`src/rtl/count_seq_pkg.sv`:
```
// Shared types and constants for the run/pause/clear count sequencer.
// Latency: n/a (declarations only).
// Backpressure: n/a.
package count_seq_pkg;

    typedef enum logic [1:0] {
        IDLE  = 2'd0,
        RUN   = 2'd1,
        PAUSE = 2'd2,
        DONE  = 2'd3
    } count_seq_state_t;

    localparam int DIGIT_W = 3;
    localparam logic [DIGIT_W-1:0] DIGIT_MAX = 3'h7;

endpackage

```
`src/rtl/count_seq_ctrl_if.sv`:
```
// Operator requests, digit read-back and counter-chain controls of the sequencer.
// Latency: n/a (wiring only).
// Backpressure: none; requests are edge-triggered levels, controls are unconditional.
interface count_seq_ctrl_if #(
    parameter int DIGITS = 2
);
    import count_seq_pkg::*;

    logic                        Start;
    logic                        Stop;
    logic                        Clear;
    logic [DIGIT_W*DIGITS-1:0]   Qin;
    logic [DIGITS-1:0]           En;
    logic                        R;
    logic                        Run;
    logic                        Done;

    modport master (
        output Start, Stop, Clear, Qin,
        input  En, R, Run, Done
    );

    modport slave (
        input  Start, Stop, Clear, Qin,
        output En, R, Run, Done
    );

endinterface

```
`src/rtl/count_seq_ctrl_btn_edge.sv`:
```
// Rising-edge detector for one debounced request level.
// Latency: combinational pulse in the cycle the level first reads high.
// Backpressure: none; prev resets to 1 so a level held through reset never fires.
module btn_edge (
    input  logic Clk,
    input  logic Rn,
    input  logic d,
    output logic pulse
);

    logic prev;

    always_ff @(posedge Clk or negedge Rn) begin
        if (!Rn) begin
            prev <= 1'b1;
        end else begin
            prev <= d;
        end
    end

    assign pulse = d & ~prev;

endmodule

```
`src/rtl/count_seq_ctrl.sv`:
```
// Run/pause/clear FSM, tick prescaler and ripple-carry enables; COUNT_SEQ_AUTOSTOP_EN adds DONE.
// Latency: request edge acts at the next Clk edge; En is combinational from state/pre/Qin.
// Backpressure: none; Clear > Stop > Start when request edges coincide.
module count_seq_ctrl
    import count_seq_pkg::*;
#(
    parameter int DIV    = 1000,
    parameter int DIGITS = 2
) (
    input  logic             Clk,
    input  logic             Rn,
    count_seq_ctrl_if.slave  bus
);

    localparam int PRE_W = $clog2(DIV);
    localparam logic [PRE_W-1:0] PRE_LAST = PRE_W'(DIV - 1);

    logic start_pls;
    logic stop_pls;
    logic clr_pls;

    btn_edge u_start (.Clk(Clk), .Rn(Rn), .d(bus.Start), .pulse(start_pls));
    btn_edge u_stop  (.Clk(Clk), .Rn(Rn), .d(bus.Stop),  .pulse(stop_pls));
    btn_edge u_clear (.Clk(Clk), .Rn(Rn), .d(bus.Clear), .pulse(clr_pls));

    count_seq_state_t   state;
    logic [PRE_W-1:0]   pre;
    logic               r_q;
    logic               run_q;
    logic               tick;
    logic [DIGITS-1:0]  carry;
    logic [DIGITS-1:0]  en_raw;

    assign tick = (state == RUN) && (pre == PRE_LAST);

    // carry[k]: every digit below k sits at its maximum
    assign carry[0] = 1'b1;
    generate
        for (genvar k = 0; k < DIGITS; k++) begin : g_carry
            assign en_raw[k] = tick && carry[k];
            if (k > 0) begin : g_link
                assign carry[k] = carry[k-1] &&
                                  (bus.Qin[DIGIT_W*(k-1) +: DIGIT_W] == DIGIT_MAX);
            end
        end
    endgenerate

`ifdef COUNT_SEQ_AUTOSTOP_EN
    logic done_q;
    logic all_max;

    assign all_max = carry[DIGITS-1] &&
                     (bus.Qin[DIGIT_W*(DIGITS-1) +: DIGIT_W] == DIGIT_MAX);
    assign bus.En   = (tick && all_max) ? '0 : en_raw;
    assign bus.Done = done_q;
`else
    assign bus.En   = en_raw;
    assign bus.Done = 1'b0;
`endif

    assign bus.R   = r_q;
    assign bus.Run = run_q;

    always_ff @(posedge Clk or negedge Rn) begin
        if (!Rn) begin
            state <= IDLE;
            pre   <= '0;
            r_q   <= 1'b1;
            run_q <= 1'b0;
`ifdef COUNT_SEQ_AUTOSTOP_EN
            done_q <= 1'b0;
`endif
        end else begin
            r_q <= 1'b0;
            if (clr_pls) begin
                state <= IDLE;
                pre   <= '0;
                r_q   <= 1'b1;
                run_q <= 1'b0;
`ifdef COUNT_SEQ_AUTOSTOP_EN
                done_q <= 1'b0;
`endif
            end else begin
                case (state)
                    IDLE: begin
                        pre <= '0;
                        if (!stop_pls && start_pls) begin
                            state <= RUN;
                            run_q <= 1'b1;
                        end
                    end
                    RUN: begin
                        if (stop_pls) begin
                            state <= PAUSE;
                            run_q <= 1'b0;
                            // a tick consumed on the stop edge must not repeat on resume
                            if (tick) begin
                                pre <= '0;
                            end
`ifdef COUNT_SEQ_AUTOSTOP_EN
                        end else if (tick && all_max) begin
                            state  <= DONE;
                            run_q  <= 1'b0;
                            done_q <= 1'b1;
`endif
                        end else begin
                            pre <= tick ? '0 : pre + 1'b1;
                        end
                    end
                    PAUSE: begin
                        if (!stop_pls && start_pls) begin
                            state <= RUN;
                            run_q <= 1'b1;
                        end
                    end
                    default: begin
                        // DONE: only Clear leaves
                    end
                endcase
            end
        end
    end

endmodule

```
`src/flat_wrapper.sv`:
```
// flat-port wrapper written by rule: the top's interface ports become plain ports
module count_seq_ctrl_flat import count_seq_pkg::*;
#(
    parameter int DIV    = 1000,
    parameter int DIGITS = 2
)
  (Clk, Rn, bus_Start, bus_Stop, bus_Clear, bus_Qin, bus_En, bus_R, bus_Run, bus_Done);
  count_seq_ctrl_if #(.DIGITS(DIGITS)) bus_i ();
  input  logic Clk;
  input  logic Rn;
  input wire logic [$bits(bus_i.Start)-1:0] bus_Start;
  input wire logic [$bits(bus_i.Stop)-1:0] bus_Stop;
  input wire logic [$bits(bus_i.Clear)-1:0] bus_Clear;
  input wire logic [$bits(bus_i.Qin)-1:0] bus_Qin;
  output wire logic [$bits(bus_i.En)-1:0] bus_En;
  output wire logic [$bits(bus_i.R)-1:0] bus_R;
  output wire logic [$bits(bus_i.Run)-1:0] bus_Run;
  output wire logic [$bits(bus_i.Done)-1:0] bus_Done;
  assign bus_i.Start = bus_Start;
  assign bus_i.Stop = bus_Stop;
  assign bus_i.Clear = bus_Clear;
  assign bus_i.Qin = bus_Qin;
  assign bus_En = bus_i.En;
  assign bus_R = bus_i.R;
  assign bus_Run = bus_i.Run;
  assign bus_Done = bus_i.Done;
  count_seq_ctrl #(.DIV(DIV), .DIGITS(DIGITS)) u_core (.Clk(Clk), .Rn(Rn), .bus(bus_i));
endmodule
```
`config.mk`:
```
export PLATFORM = sky130hd
export DESIGN_NAME = count_seq_ctrl_flat
export DESIGN_NICKNAME = d
export VERILOG_FILES = /design/src/rtl/count_seq_pkg.sv /design/src/rtl/count_seq_ctrl_if.sv /design/src/rtl/count_seq_ctrl_btn_edge.sv /design/src/rtl/count_seq_ctrl.sv /design/src/flat_wrapper.sv
export SDC_FILE = /design/constraint.sdc
export NUM_CORES = 1
export LEC_CHECK = 0
export BUFFER_PORTS_ARGS = -buffer_cell sky130_fd_sc_hd__buf_2
export CAP_MARGIN = 20
export CORE_MARGIN = 4
export CORE_UTILIZATION = 49
export DETAILED_ROUTE_END_ITERATION = 8
export PLACE_DENSITY = 0.77
export SLEW_MARGIN = 20
export SYNTH_ARGS = -nofsm -noshare
export SYNTH_HDL_FRONTEND = slang
export SYNTH_HIERARCHICAL = 1
export SYNTH_SLANG_ARGS = --single-unit
export TNS_END_PERCENT = 10
```
`constraint.sdc`:
```
create_clock -name Clk -period 1.9 [get_ports Clk]
set_input_delay 0.095 -clock Clk [delete_from_list [all_inputs] [get_ports Clk]]
set_output_delay 0.095 -clock Clk [all_outputs]
set_load 0.01 [all_outputs]
```
==> results.json <==
{
  "run_status": "completed",
  "synth_seq_area_share": 0.4451,
  "syn-num-nets": 97,
  "ctsHtreeMaxLevel": 1,
  "distinct_cell_type_count_of_the_synthesized_netlist": 41,
  "standard_cell_with_the_maximum_stage_delay_on_the_critical_path": "dfrtp_1",
  "finalWeightedCongestion": 0.8217,
  "globalRouteTotalUtil": 0.1698,
  "die_area_sq_mm": 0.002613,
  "period_needed_ns": 1.808,
  "clock_sinks": 16,
  "drt_iter0_drc": 15,
  "syn_area_per_cell_sq_um": 10.72,
  "preCtsSetupSlack_ns": 0.04229,
  "routed_wl_microns": 1979,
  "netlist.top_cell.by_area": "dfrtp_1",
  "fmax_mhz": 553.0,
  "route.detailed.vias_per_inst": 5.773,
  "num_antenna_cells": 0,
  "antenna_found_initial": 0,
  "hpwl_reported_at_the_end_of_detailed_placement_microns": 1299,
  "rrSetupSlack_ns": 0.14,
  "worstPathCellList": "ha_4 -> nand3b_1 -> nor4_4 -> and3b_1 -> and4_1 -> buf_2",
  "remaining_routing_drc_violations": 0,
  "total_standard_cell_area_after_synthesis_sq_um": 910.9,
  "startpoint": "u_core/pre[0]$_DFFE_PN0P_",
  "number_of_synthesized_flops_with_an_enable_pin": 0,
  "crit_type": "flop to output pin",
  "ys_ff_latch": 16,
  "cp.arrival_ns": 1.71,
  "met3_length_microns": 104,
  "setup.worst_path.end_class": "output pin",
  "flow.area_growth_from_synthesis_pct": 21.70,
  "fin_clk_skew_ns": 0.007077,
  "clock_path_buffers": 2,
  "final_net_count": 120,
  "wire_per_inst_microns": 14.99,
  "netlist_instances": 85,
  "num_vias": 762,
  "met2WireLength_microns": 1020,
  "warning_count_from_the_yosys_run": 6,
  "critical_path.top_delay_family": "simple AND/OR/NAND/NOR gates",
  "number_of_routed_nets_with_antenna_violations": 0,
  "die_width_microns": 51.12,
  "synth_area_leaders": "dfrtp_1 33%, dfstp_2 12%, nor2b_4 4.5%",
  "final_min_period_over_clock_period": 0.9518,
  "power.density_cell_area_mw_per_mm2": 580.9,
  "grt_remaining_overflow": 0,
  "finalHoldViolCount": 0,
  "core_area_sq_mm": 0.001745,
  "worstSetupStartpointType": "flop",
  "clk_pin_slew_worst_paths_ns": 0.09,
  "max-cap-violations": 0,
  "route.top_layer_used": "met4",
  "die_h_microns": 51.12,
  "yosysMostFrequentCell": "dfrtp_1",
  "timing.final.max_slew_violations": 0,
  "cp.required_ns": 1.80,
  "postSynth.topFlopCell": "dfrtp_1",
  "first_pass_grt_wire_length_microns": 3270,
  "grt_max_degree": 17,
  "fin_worst_hold_slack_ns": 0.2669,
  "num_cts_buffers": 3,
  "final_number_of_setup_violating_endpoints": 0,
  "p_leak_uw": 0.0004562,
  "critical_path_buf_inv_count": 1,
  "max-vdd-ir-drop_v": 0.0005148,
  "netlist.area_leader.share": 0.3297,
  "regToRegStartpoint": "u_core/u_clear/prev$_DFF_PN1_",
  "postSynth.asyncResetShare": 1.000,
  "leading_cell_types_by_count_after_synthesis": "12 x dfrtp_1, 7 x nand2_1, 5 x nor2_1",
  "layout-drive-gt1-share": 0.3551,
  "io_buffers": 11,
  "cts_tree": "done",
  "critical_path.max_fanout": 6,
  "clock_tree.root_cell": "clkbuf_4",
  "drt-pass1-iter-count": 4,
  "final_ws_setup_ns": 0.09161,
  "first_global_vias": 682,
  "ios": 16,
  "critical_path.max_stage_delay_ns": 0.41,
  "core.rowCount": 15,
  "met1_routed_wirelength_after_detailed_routing_microns": 842,
  "worst_hold_path_type": "input pin to asynchronous set/reset pin",
  "clock_insertion_delay_at_the_later_pin_of_the_skew_report_ns": 0.28,
  "initial_utilization": 0.5219
}
-- flip-flops by register name, indices dropped and copies added, names as in the netlist --
signal	count
u_core/u_start/prev	1
u_core/pre	10
u_core/u_clear/prev	1
u_core/bus.R	1
u_core/u_stop/prev	1
u_core/state	2
-- logic make-up (layout without fill, tap and decap cells) --
family,Yosys count,after routing,synth area share
muxes,1,1,0.01236
AOI/OAI and AO/OA,21,21,0.1868
other,1,1,0.004117
DFF,16,16,0.4451
adders and majority gates,1,1,0.01373
xor gates and xnor gates,1,1,0.009617
buffers and inverters,6,28,0.04533
and+or+nand+nor,38,38,0.2830
-- cell type report --
cell class                      instances  area [sq um]
Fill cell                             142         636.9
Multi-Input combinational cell         63         488.0
Sequential cell                        16         407.9
Timing Repair Buffer                   22         147.6
Tap cell                               25         31.28
Clock buffer                            4         26.28
Inverter                                2         7.507
-- worst paths after layout --
check,to,cells past startpoint
worst min-delay path,u_core/pre[7]$_DFFE_PN0P_,2
worst max register to register,u_core/pre[5]$_DFFE_PN0P_,4
min in group Clk,u_core/u_stop/prev$_DFF_PN1_,2
worst min register to register,u_core/pre[7]$_DFFE_PN0P_,1
worst max-delay path,bus_En[1],6
max in group asynchronous,u_core/u_stop/prev$_DFF_PN1_,2
-- routing by layer --
| layer | GRT usage | up-vias |
|---|---|---|
| li1 | - | 366 |
| met1 | 0.2259 | 367 |
| met2 | 0.2747 | 27 |
| met3 | 0.03499 | 2 |
| met4 | 0.05381 | 0 |
| met5 | 0 | - |
-- stage by stage --
step | util | instance area, sq um | TNS, ns | total power (uW) | cells
floorplan | - | 910.9 | 0 | 423.8 | 85
global placement | 0.5606 | 978.4 | 0 | 444.2 | 119
detailed placement | 0.5606 | 978.4 | 0 | 447.2 | 119
CTS | 0.6237 | 1089 | 0 | 645.9 | 130
global route | 0.6351 | 1109 | -0.007855 | 681.1 | 132
finish | 0.6351 | 1109 | 0 | 643.9 | 132
-- report_power, final --
part | internal (uW) | switching [uW] | total (uW)
Sequential | 356 | 12.0 | 368
Combinational | 44.9 | 49.9 | 94.7
Clock | 81.3 | 100 | 181
Total | 482 | 162 | 644
-- placed cells by master (no fill, tap or decap), drive strengths merged, types with 4 or more instances in the layout --
cell and count:
nor4 5, dfstp 4, nor2 5, buf 18, o21ai 4, clkbuf 4
nor3 4, dlygate4sd3 4, nand2 7, dfrtp 12
-- timing repair --
item | 4_1_cts | 5_1_grt
hold buffers | 4 | 0
gates resized for setup | 3 | 3
pin swaps | 1 | 2
setup endpoints to repair | 2 | 6
buffers inserted | 3 | 2
hold endpoints to repair | 19 | 0
(Power assumes the default switching activity.)
